$ cat src/rtl/dt_res_arbiter.sv
// Serialises the distance-transform engine (port 0) and the host dump/preload port (port 1)
// onto the single result-RAM interface: round-robin, optional burst lock, bounded tenure.
module dt_res_arbiter #(
  parameter int ADDR_W    = 14,
  parameter int DATA_W    = 8,
  parameter int MAX_BURST = 16
) (
  input  logic              clk,
  input  logic              reset,
  input  logic              req0,
  input  logic              lock0,
  input  logic              wr0,
  input  logic [ADDR_W-1:0] addr0,
  input  logic [DATA_W-1:0] wdata0,
  output logic              gnt0,
  output logic              rvalid0,
  output logic [DATA_W-1:0] rdata0,
  input  logic              req1,
  input  logic              lock1,
  input  logic              wr1,
  input  logic [ADDR_W-1:0] addr1,
  input  logic [DATA_W-1:0] wdata1,
  output logic              gnt1,
  output logic              rvalid1,
  output logic [DATA_W-1:0] rdata1,
  output logic              res_rd,
  output logic              res_wr,
  output logic [ADDR_W-1:0] res_addr,
  output logic [DATA_W-1:0] res_do,
  input  logic [DATA_W-1:0] res_di
);

  typedef enum logic [1:0] {IDLE = 2'd0, OWN0 = 2'd1, OWN1 = 2'd2} state_t;

  state_t            state_q, state_d;
  logic              last_q, last_d;
  logic [7:0]        burst_cnt_q, burst_cnt_d;
  logic              res_rd_q, res_rd_d;
  logic              res_wr_q, res_wr_d;
  logic [ADDR_W-1:0] res_addr_q, res_addr_d;
  logic [DATA_W-1:0] res_do_q, res_do_d;
  logic              rd_owner_q, rd_owner_d;
  logic              rvalid0_q, rvalid0_d;
  logic              rvalid1_q, rvalid1_d;
  logic [DATA_W-1:0] rdata0_q, rdata0_d;
  logic [DATA_W-1:0] rdata1_q, rdata1_d;

  logic              own1;
  logic              accept;
  logic              cur_req;
  logic              oth_req;
  logic              cur_lock;
  logic              cur_wr;
  logic [ADDR_W-1:0] cur_addr;
  logic [DATA_W-1:0] cur_wdata;
  logic [8:0]        cnt_sum;
  logic              at_max;

  always_comb begin
    own1      = (state_q == OWN1);
    cur_req   = own1 ? req1   : req0;
    oth_req   = own1 ? req0   : req1;
    cur_lock  = own1 ? lock1  : lock0;
    cur_wr    = own1 ? wr1    : wr0;
    cur_addr  = own1 ? addr1  : addr0;
    cur_wdata = own1 ? wdata1 : wdata0;
    accept    = ((state_q == OWN0) && req0) || ((state_q == OWN1) && req1);
    // Count includes this cycle's accept so the MAX_BURST-th transfer is still honoured.
    cnt_sum   = {1'b0, burst_cnt_q} + {8'd0, accept};
    at_max    = (cnt_sum >= 9'(MAX_BURST));
  end

  always_comb begin
    state_d     = state_q;
    last_d      = last_q;
    burst_cnt_d = burst_cnt_q;
    case (state_q)
      IDLE: begin
        burst_cnt_d = 8'd0;
        if (req0 && req1) state_d = last_q ? OWN0 : OWN1;
        else if (req0)    state_d = OWN0;
        else if (req1)    state_d = OWN1;
      end
      OWN0, OWN1: begin
        if (oth_req && (!cur_lock || at_max)) begin
          state_d     = own1 ? OWN0 : OWN1;
          last_d      = own1;
          burst_cnt_d = 8'd0;
        end else if (!oth_req && !cur_req && !cur_lock) begin
          state_d     = IDLE;
          last_d      = own1;
          burst_cnt_d = 8'd0;
        end else if (cur_lock && at_max) begin
          burst_cnt_d = 8'd0;
        end else begin
          burst_cnt_d = cnt_sum[8] ? 8'hFF : cnt_sum[7:0];
        end
      end
      default: begin
        state_d     = IDLE;
        burst_cnt_d = 8'd0;
      end
    endcase
  end

  // The issuing port is remembered with the strobe so the return survives a handover.
  always_comb begin
    res_rd_d   = accept && !cur_wr;
    res_wr_d   = accept && cur_wr;
    res_addr_d = accept ? cur_addr  : res_addr_q;
    res_do_d   = accept ? cur_wdata : res_do_q;
    rd_owner_d = accept ? own1      : rd_owner_q;
    rvalid0_d  = res_rd_q && !rd_owner_q;
    rvalid1_d  = res_rd_q && rd_owner_q;
    rdata0_d   = rvalid0_d ? res_di : rdata0_q;
    rdata1_d   = rvalid1_d ? res_di : rdata1_q;
  end

  always_ff @(posedge clk or negedge reset) begin
    if (!reset) begin
      state_q     <= IDLE;
      last_q      <= 1'b1;
      burst_cnt_q <= 8'd0;
      res_rd_q    <= 1'b0;
      res_wr_q    <= 1'b0;
      res_addr_q  <= '0;
      res_do_q    <= '0;
      rd_owner_q  <= 1'b0;
      rvalid0_q   <= 1'b0;
      rvalid1_q   <= 1'b0;
      rdata0_q    <= '0;
      rdata1_q    <= '0;
    end else begin
      state_q     <= state_d;
      last_q      <= last_d;
      burst_cnt_q <= burst_cnt_d;
      res_rd_q    <= res_rd_d;
      res_wr_q    <= res_wr_d;
      res_addr_q  <= res_addr_d;
      res_do_q    <= res_do_d;
      rd_owner_q  <= rd_owner_d;
      rvalid0_q   <= rvalid0_d;
      rvalid1_q   <= rvalid1_d;
      rdata0_q    <= rdata0_d;
      rdata1_q    <= rdata1_d;
    end
  end

  assign gnt0     = (state_q == OWN0);
  assign gnt1     = (state_q == OWN1);
  assign res_rd   = res_rd_q;
  assign res_wr   = res_wr_q;
  assign res_addr = res_addr_q;
  assign res_do   = res_do_q;
  assign rvalid0  = rvalid0_q;
  assign rvalid1  = rvalid1_q;
  assign rdata0   = rdata0_q;
  assign rdata1   = rdata1_q;

endmodule

$ cat config.mk
export PLATFORM = sky130hd
export DESIGN_NAME = dt_res_arbiter
export DESIGN_NICKNAME = d
export VERILOG_FILES = /design/src/rtl/dt_res_arbiter.sv
export SDC_FILE = /design/constraint.sdc
export NUM_CORES = 1
export LEC_CHECK = 0
export CAP_MARGIN = 20
export CORE_MARGIN = 2
export CORE_UTILIZATION = 47
export DETAILED_ROUTE_END_ITERATION = 16
export PLACE_DENSITY = 0.86
export SYNTH_ARGS = -nofsm -noshare
export SYNTH_HDL_FRONTEND = slang
export SYNTH_SLANG_ARGS = --single-unit
$ cat constraint.sdc
create_clock -name clk -period 8.5 [get_ports clk]
set_input_delay 0.85 -clock clk [delete_from_list [all_inputs] [get_ports clk]]
set_output_delay 0.85 -clock clk [all_outputs]
set_load 0.01 [all_outputs]
==> flow_summary.toml <==
[status]
status = "completed"

[synthesis]
yosysTopAreaCellShare_pct = 50.36
synth_top_flop_cell = "dfrtp_1"
ys_warn_count = 0
synth_cells = 235
synth_seq_area_share_pct = 51.35
syn-num-nets = 301
yosysTopAreaCell = "dfrtp_1"
synth_edf_count = 0
ys_top_cells_by_count = "53 x dfrtp_1, 30 x nand2_1, 26 x mux2i_1"
avgSynthCellArea_sq_um = 11.21
synthTopCellsByArea = "dfrtp_1 50%, mux2i_1 9.9%, mux2_2 7.3%, o21ai_0 4.4%, nand2_1 4.3%"
async_reset_ff_share_pct = 100.0
synth.distinct_cells = 43
ys_ff_latch = 54
yosysMostFrequentCell = "dfrtp_1"
syn_area_sq_um = 2634

[worst_setup_path]
crit_type = "reg -> reg"
cpPeakStageDelay_ns = 0.78
crit_family = "adder cells"
start_kind = "flip-flop"
worstPathArrival_ns = 4.05
worstSetupEndpointType = "flip-flop"
required_ns = 8.69
crit_buf_inv = 3
cp_slowest_cell = "ha_2"
path_max_fanout = 47
cp.depth = 13
crit_chain = "inv_1 -> ha_2 -> nand2_1 -> and2_1 -> buf_4 -> inv_1 -> ha_1 -> ha_1 -> and3_1 -> nand3_2 -> o31ai_4 -> a22oi_4 -> a2111oi_4"
r2r_cells = 13

[clock_network]
clk_latency_ns = 0.30
cts-root-buf = "clkbuf_8"
cts_setup_buffers = 0
worst_setup_hold_path_clk_slew_ns = 0.09
cts_tree = "yes"
cts_resized = 0
cts_max_level = 2
hold_buffers = 0
cts_buffers = 5
cts_sinks = 54
clockBufferDepth = 2

[timing]
finalMaxSlewViolations = 0
timing.fmax_mhz = 259.1
min_period_ns = 3.859
rsz0062_at_grt = "false"
setup_viol = 0
period_share_pct = 45.40
slew_headroom_pct = 39.94
hold_viol_final = 0
tightest_slew_ns = 0.9009
clock_skew_ns = 0.007459
fin_setup_tns_ns = 0
setup_ws_ns = 4.641

[pwr]
powerDensity_nw_per_um2 = 298.3
p_leak_nw = 1.638
ir_worst_vdd_v = 0.0001378
p_total_mw = 1.128

[die]
fp.dieW_microns = 78.86
die_area_sq_um = 6219
rows = 27
initial_core_util_pct = 48.13
core-area_sq_um = 5473
die_h_microns = 78.86
io_pins = 104

[routing]
firstDrtPassIters = 4
drtIter0Drc = 82
ant_nets = 0
num_vias = 2062
wl_mm = 5.490
drc_errors = 0
vias_per_cell = 5.066
wl_per_cell_microns = 13.49

[cells_and_area]
nets = 400
drive_gt1_share_pct = 11.04
final_area_sq_um = 3784
layout.cells.non_filler = 407
areaGrowthSynthToFinish_pct = 43.66
antenna_cells = 0

[global_route]
grt_pass1_vias = 2003
grt_max_degree = 55
grt_use_total_pct = 18.58
gr-total-overflow = 0
antenna_found_initial = 0
grt_pass1_wl_mm = 9.183

[place]
post_dp_cell_area_sq_um = 3696
place.gp.congestion = 0.8447
numPortBuffers = 103
dpl_worst_slack_ns = 4.487
dp.cells = 399
dp_hpwl_mm = 4.202

[flow_run]
drv_cap = 0

[worst_hold_path]
hold_depth = 2
hp-class = "reg -> reg"
## layout make-up
cell class                 count  area (sq um)
inverter                       6         22.52
timing repair buffer         105          1041
clock buffer                   5         68.82
sequential                    54          1353
fill                         437          1689
tap                           72         90.09
clock inverter                 3         18.77
multi-input combinational    162          1190
## kinds of logic after synthesis
logic type	Yosys count	share of synthesized area [%]
flip-flops	54	51.35
buffers and inverters	19	3.563
XOR/XNOR	4	1.330
adder cells (fa/ha/maj)	6	2.850
AND/OR/NAND/NOR	67	11.88
multiplexers	43	17.15
AO/OA/AOI/OAI	42	11.88
## metrics by stage
| stage | utilization (%) | hold slack, ns |
|---|---|---|
| after global placement | 67.54 | 0.4608 |
| final | 69.14 | 0.4907 |
| after detailed placement | 67.54 | 0.4754 |
| after CTS | 69.14 | 0.4950 |
| after global routing | 69.14 | 0.5146 |
| after floorplan | - | 0.4968 |
## per-layer routing
layer	global-route usage, %	part of all wire (%)	vias to the layer above
met2	30.68	48	75
met1	23.82	43	959
met3	5.682	7.6	4
met4	5.172	1.3	0
met5	0	0	-
li1	-	-	1024
## power breakdown
part | leakage [nW] | switching (mW) | internal (mW)
Clock | 0.0483 | 0.0802 | 0.0581
Sequential | 0.677 | 0.0531 | 0.361
Combinational | 0.913 | 0.258 | 0.317
Total | 1.64 | 0.392 | 0.737
## sequential cells by signal (all words and copies together) (netlist names)
name,count
rd_owner_q,1
rvalid1,1
burst_cnt_q,8
res_addr,14
res_rd,1
last_q,1
rdata0,8
res_wr,1
res_do,8
rvalid0,1
state_q,2
rdata1,8
## path summary, 6_finish.rpt
check                      slack, ns  startpoint        endpoint
min in group asynchronous       0.66       reset    res_addr[10]
max                             4.64  state_q[0]  burst_cnt_q[6]
max in group asynchronous       7.39       reset      rd_owner_q
min reg2reg                     0.49   res_do[7]       res_do[7]
max reg2reg                     4.64  state_q[0]  burst_cnt_q[6]
min                             0.49   res_do[7]       res_do[7]
## layout by cell type, fill, tap and decap left out, drive strengths merged, types with 2 or more instances in the layout
cell and n:
clkinv 3, nand2 30, mux2i 26, inv 6
a22o 3, clkbuf 5, a21oi 2, nand3 5
nor2b 3, a211oi 3, ha 6, o21bai 2
o21ai 23, dfrtp 53, xnor2 2, nand2b 2
nor2 11, xor2 2, nor3 7, a2111oi 2
and3 3, buf 3, mux2 17, clkdlybuf4s50 102
## tightest hold or removal path, delay by kind of cell, from the launching register on
family,cells,cell delay [ns]
AO/OA/AOI/OAI,1,0.06
flip-flops,1,0.35
AND/OR/NAND/NOR,1,0.05
(Power assumes the default switching activity.)
